--- config.mk ---
export PLATFORM = sky130hd
export DESIGN_NAME = tdp_ram_child_min_ctrl
export DESIGN_NICKNAME = d
export VERILOG_FILES = /design/src/rtl/tdp_ram_child_min_ctrl.sv
export SDC_FILE = /design/constraint.sdc
export NUM_CORES = 1
export LEC_CHECK = 0
export CAP_MARGIN = 10
export CORE_ASPECT_RATIO = 1.75
export CORE_MARGIN = 4
export CORE_UTILIZATION = 46
export CTS_BUF_LIST = sky130_fd_sc_hd__clkbuf_4 sky130_fd_sc_hd__clkbuf_8 sky130_fd_sc_hd__clkbuf_16
export DETAILED_ROUTE_END_ITERATION = 16
export PLACE_DENSITY = 0.81
export SLEW_MARGIN = 20
export SYNTH_ARGS = -nofsm -noshare
export SYNTH_HDL_FRONTEND = slang
export SYNTH_SLANG_ARGS = --single-unit
export TNS_END_PERCENT = 10
--- constraint.sdc ---
create_clock -name clk_i -period 3.9 [get_ports clk_i]
set_clock_uncertainty 0.05 [all_clocks]
set_input_delay 0.78 -clock clk_i [delete_from_list [all_inputs] [get_ports clk_i]]
set_output_delay 0.78 -clock clk_i [all_outputs]
set_load 0.05 [all_outputs]
--- src/rtl/tdp_ram_child_min_ctrl.sv ---
// tdp_ram_child_min_ctrl: dual-port RAM initiator returning the smaller child of a parent, plus single-port writes
module tdp_ram_child_min_ctrl #(
  parameter int WIDTH = 16,
  parameter int DEPTH = 1024
) (
  input  logic             clk_i,
  input  logic             rst_ni,
  input  logic             cmd_valid_i,
  output logic             cmd_ready_o,
  input  logic             cmd_op_i,
  input  logic [31:0]      cmd_addr_i,
  input  logic [WIDTH-1:0] cmd_data_i,
  output logic             rsp_valid_o,
  input  logic             rsp_ready_i,
  output logic [WIDTH-1:0] rsp_min_o,
  output logic [31:0]      rsp_addr_o,
  output logic             rsp_err_o,
  output logic             ram_ena_o,
  output logic             ram_wea_o,
  output logic [31:0]      ram_addra_o,
  output logic [WIDTH-1:0] ram_dia_o,
  input  logic [WIDTH-1:0] ram_doa_i,
  output logic             ram_enb_o,
  output logic             ram_web_o,
  output logic [31:0]      ram_addrb_o,
  output logic [WIDTH-1:0] ram_dib_o,
  input  logic [WIDTH-1:0] ram_dob_i
);
  typedef enum logic [2:0] {IDLE, ISSUE, CAPTURE, RESP, WRITE} state_t;
  state_t state_q, state_d;
  logic [33:0] left, right;
  logic inl, inr, acc, selr;
  logic inl_q, inl_d, inr_q, inr_d;
  logic rsp_valid_q, rsp_valid_d, rsp_err_q, rsp_err_d;
  logic [WIDTH-1:0] rsp_min_q, rsp_min_d, ram_dia_q, ram_dia_d;
  logic [31:0] rsp_addr_q, rsp_addr_d, ram_addra_q, ram_addra_d, ram_addrb_q, ram_addrb_d;
  logic ram_ena_q, ram_ena_d, ram_wea_q, ram_wea_d, ram_enb_q, ram_enb_d;
  assign cmd_ready_o = (state_q == IDLE) && rst_ni;
  assign acc   = cmd_valid_i && cmd_ready_o;
  assign left  = {1'b0, cmd_addr_i, 1'b1};
  assign right = left + 34'd1;
  assign inl   = left < 34'(DEPTH);
  assign inr   = right < 34'(DEPTH);
  assign selr  = inr_q && (ram_dob_i < ram_doa_i);
  always_comb begin
    state_d     = state_q;
    inl_d       = inl_q;
    inr_d       = inr_q;
    rsp_valid_d = rsp_valid_q;
    rsp_err_d   = rsp_err_q;
    rsp_min_d   = rsp_min_q;
    rsp_addr_d  = rsp_addr_q;
    ram_ena_d   = 1'b0;
    ram_wea_d   = 1'b0;
    ram_enb_d   = 1'b0;
    ram_addra_d = ram_addra_q;
    ram_addrb_d = ram_addrb_q;
    ram_dia_d   = ram_dia_q;
    case (state_q)
      IDLE: if (acc) begin
        if (cmd_op_i) begin
          state_d     = WRITE;
          ram_ena_d   = cmd_addr_i < 32'(DEPTH);
          ram_wea_d   = cmd_addr_i < 32'(DEPTH);
          ram_addra_d = cmd_addr_i;
          ram_dia_d   = cmd_data_i;
        end else begin
          state_d     = ISSUE;
          ram_ena_d   = inl;
          ram_enb_d   = inr;
          ram_addra_d = left[31:0];
          ram_addrb_d = right[31:0];
          inl_d       = inl;
          inr_d       = inr;
        end
      end
      ISSUE: state_d = CAPTURE;
      CAPTURE: begin
        state_d     = RESP;
        rsp_valid_d = 1'b1;
        rsp_err_d   = !inl_q;
        rsp_min_d   = !inl_q ? '1 : (selr ? ram_dob_i : ram_doa_i);
        rsp_addr_d  = selr ? ram_addrb_q : ram_addra_q;
      end
      RESP: if (rsp_ready_i) begin
        state_d     = IDLE;
        rsp_valid_d = 1'b0;
      end
      WRITE: state_d = IDLE;
      default: state_d = IDLE;
    endcase
  end
  always_ff @(posedge clk_i) begin
    if (!rst_ni) begin
      state_q     <= IDLE;
      inl_q       <= 1'b0;
      inr_q       <= 1'b0;
      rsp_valid_q <= 1'b0;
      rsp_err_q   <= 1'b0;
      rsp_min_q   <= '0;
      rsp_addr_q  <= '0;
      ram_ena_q   <= 1'b0;
      ram_wea_q   <= 1'b0;
      ram_enb_q   <= 1'b0;
      ram_addra_q <= '0;
      ram_addrb_q <= '0;
      ram_dia_q   <= '0;
    end else begin
      state_q     <= state_d;
      inl_q       <= inl_d;
      inr_q       <= inr_d;
      rsp_valid_q <= rsp_valid_d;
      rsp_err_q   <= rsp_err_d;
      rsp_min_q   <= rsp_min_d;
      rsp_addr_q  <= rsp_addr_d;
      ram_ena_q   <= ram_ena_d;
      ram_wea_q   <= ram_wea_d;
      ram_enb_q   <= ram_enb_d;
      ram_addra_q <= ram_addra_d;
      ram_addrb_q <= ram_addrb_d;
      ram_dia_q   <= ram_dia_d;
    end
  end
  assign rsp_valid_o = rsp_valid_q;
  assign rsp_err_o   = rsp_err_q;
  assign rsp_min_o   = rsp_min_q;
  assign rsp_addr_o  = rsp_addr_q;
  assign ram_ena_o   = ram_ena_q;
  assign ram_wea_o   = ram_wea_q;
  assign ram_addra_o = ram_addra_q;
  assign ram_dia_o   = ram_dia_q;
  assign ram_enb_o   = ram_enb_q;
  assign ram_web_o   = 1'b0;
  assign ram_addrb_o = ram_addrb_q;
  assign ram_dib_o   = '0;
endmodule

==> summary.txt <==
Hold path
  • Hold Crit Class: flip-flop to flip-flop
  • Worst Hold Launch: ram_dia_o[15]

Clocking
  • CTS tree: done
  • Clock buffer count from CTS: 17
  • H-tree depth: 4
  • Clk root buf: clkbuf_16
  • Clk buf depth: 2
  • Post-cts sizing count: 0
  • Skew-Pair Late Insertion Delay: about 0.42 ns
  • Hold buffers post-CTS: 0
  • Setup bufs post-CTS: 0
  • Clk sinks: 137
  • CTS clk-pin slew, worst paths: 0.06 ns

Global routing
  • Initial antenna violation count: 0
  • First-pass GRT wire length: 34470 um
  • Total grt overflow: 0
  • Vias in the first global route: 6411
  • Total track usage: 0.2598
  • Largest net degree at the start of global routing: 83

Synth
  • Top-area cell type share of the netlist area: 0.4032
  • Synth top area cells: dfxtp_1 40%, mux2i_1 11%, a211oi_1 6.2%
  • Syn Inst Count: 795
  • Sequential fraction of the synthesis area: 0.4032
  • Netlist Area Pre-Place: 6803 um2
  • EDFF count, synth: 0
  • Post-synth ARST share: 0
  • Post-synth top area cell: dfxtp_1
  • Post-synthesis register bit count: between 100 and 150
  • Syn avg cell area: 8.557 um2
  • Yosys cell types: 53
  • Yosys warns: 0
  • Post-synth top flop: dfxtp_1

Detailed routing
  • Initial DRC Count: around 380
  • Routed Wire Length: roughly 22000 um
  • Antenna viol nets, final: 0
  • DRT Pass-1 Iters: 5
  • Routed via count: around 6500
  • Via/cell ratio: 5.493
  • DRC: 0
  • Avg WL per Cell: 18.65 um

Timing
  • Final Critical Period: 3.132 ns
  • Slew margin rel.: 0.4275
  • Setup TNS: 0 ns
  • Setup ws final: about 0.77 ns
  • Minimum hold slack: 0.4022 ns
  • Worst-Margin Slew: 0.8587 ns
  • # setup viols final: 0
  • Fin. Hold Viols: 0
  • Max-slew violations: 0
  • Max Clock Freq: about 0.32 GHz
  • RSZ-0062 raised after global routing: false
  • Final Cycle Share: 0.8030

Finish
  • Layout cells sized above 1: 0.08416
  • ANT cells: 0
  • Core Util, Final: 0.6774
  • Sequential cell area: between 2000 and 3000 um2
  • Synth-to-Final Area Change: 43.79%
  • Fillers: 1182
  • Multi-input gate area: 3659 um2
  • Nets@finish: 1098

Worst setup path
  • R2R setup slack: 1.40 ns
  • Crit path from: ram_doa_i[9]
  • WS Path Type: input port to flip-flop
  • CP endpoint: rsp_addr_o[18]
  • Critical Path Fanout Max: 28
  • Worst EP required: 4.11 ns
  • Startpoint type of the worst setup path: input port
  • Crit Reg-Reg Startpoint: state_q[2]
  • Reg2reg end: ram_dia_o[11]
  • Register-to-Register Path Depth: 7
  • CP arrival: between 3 and 4 ns
  • Worst setup EP type: flip-flop

Place
  • Final HPWL DP: ~16000 um
  • Port bufs: 217
  • RD Place Congestion: 0.9380
  • Setup WS pre-CTS: 0.3394 ns

Floorplanning
  • Placeable Area: 14440 um2
  • IO Pins: 236
  • DIE AREA: 16870 um2
  • Die width: 99.93 um
  • Std cell rows: 58
  • Starting Density: 0.4711
  • DIE HEIGHT: 168.9 um

Pwr
  • PD cells: 449.6 nW/um2
  • Leak: 0.003524 uW
  • Tot Pwr: 4398 uW
  • NetSw: 1383 uW
  • Int Power: roughly 3000 uW
  • Clock power frac: 0.404
  • Combinational Power Share: 0.239
  • Sequential Power Share: 0.358
  • Sw frac: 0.3145
  • Max VDD drop: 264.7 uV

Outcome
  • Outcome: finished clean

Flow run
  • Max-cap violation count: 0
flip-flops by register name, summed over array words and instances (netlist names):
register,count
inl_q,1
ram_enb_o,1
ram_wea_o,1
ram_addra_o,32
rsp_err_o,1
rsp_min_o,16
state_q,3
inr_q,1
ram_ena_o,1
rsp_addr_o,32
rsp_valid_o,1
ram_dia_o,16
ram_addrb_o,31
kinds of logic (layout without fill, tap and decap cells):
family                     count (synthesis)  in the layout  share of synthesized area
other                                      1             18                  0.0005512
xor gates and xnor gates                  28             28                    0.03605
and+or+nand+nor                          220            220                     0.1562
muxes                                     78             78                     0.1148
AOI/OAI and AO/OA                        210            210                     0.1887
DFF                                      137            137                     0.4032
buffers and inverters                    105            303                    0.07118
adders and majority gates                 16             16                    0.02943
worst min-delay path by stage:
stage / end / slack, ns / cells past startpoint
floorplan: inl_q / 0.40 / 2
global placement: ram_dia_o[13] / 0.39 / 2
detailed placement: ram_dia_o[9] / 0.40 / 2
CTS: ram_dia_o[15] / 0.41 / 2
global route: ram_dia_o[14] / 0.43 / 2
finish: ram_dia_o[15] / 0.40 / 2
synthesized netlist by cell type (all sizes together), types with 13 or more instances:
cell type	instances
nand4	13
inv	19
ha	16
mux2i	78
a211oi	56
nand2	56
clkbuf	45
nand3	16
buf	40
nor2	84
a21oi	75
dfxtp	137
xnor2	13
xor2	15
o21ai	55
layer usage:
layer | global-route usage | vias to the layer above | wire (um)
li1 | - | 3195 | -
met1 | 0.2900 | 3047 | 8409
met2 | 0.4653 | 229 | 11680
met3 | 0.03588 | 66 | 1031
met4 | 0.1433 | 0 | 1080
met5 | 0 | - | 0
power groups by stage:
stage	logic [uW]	registers [uW]	clock network [uW]
detailed placement	1050	1600	0
finish	1050	1570	1780
CTS	1050	1570	1800
floorplan	342	1920	0
global placement	1040	1600	0
global route	1110	1590	1850
area by class of cell:
| type | instances | share of cell area |
|---|---|---|
| Clock buffer | 22 | 0.04988 |
| Clock inverter | 10 | 0.01688 |
| Inverter | 20 | 0.007675 |
| Multi-Input combinational cell | 570 | 0.3740 |
| Sequential cell | 137 | 0.2804 |
| Tap cell | 180 | 0.02302 |
| Timing Repair Buffer | 251 | 0.2481 |
metrics by stage:
step,instances,instance area (um2)
6_report,1190,9782
5_1_grt,1190,9782
4_1_cts,1190,9782
3_5_place_dp,1158,9129
3_3_place_gp,1158,9129
2_1_floorplan,812,6867
worst max-delay path: stages:
cell	delay, ns
clkdlybuf4s50_1	0.48
inv_1	0.05
ha_1	0.30
a21oi_1	0.14
o211ai_1	0.15
a2111oi_0	0.36
o41ai_1	0.19
a21oi_4	0.19
buf_12	0.25
mux2i_1	0.33
a21oi_1	0.11
layout by cell type, fill, tap and decap left out, types with 3 or more instances in the layout:
master	Yosys	layout
clkdlybuf4s50_1	0	214
dfxtp_1	137	137
nor2_1	84	84
mux2i_1	78	78
a21oi_1	75	74
a211oi_1	56	56
nand2_1	56	56
o21ai_0	55	55
buf_4	19	34
inv_1	18	18
conb_1	1	18
clkbuf_16	0	17
nand3_1	16	16
ha_1	16	16
xor2_1	15	15
xnor2_1	13	13
nand4_1	11	11
nor4_1	10	10
nor3_1	9	9
o211ai_1	5	5
nand2b_1	4	4
and2_1	6	4
bufinv_16	0	4
clkbuf_8	0	4
or2_2	3	3
a21o_1	3	3
clkinvlp_4	0	3
Note: power is estimated with default switching activity, not from simulation.
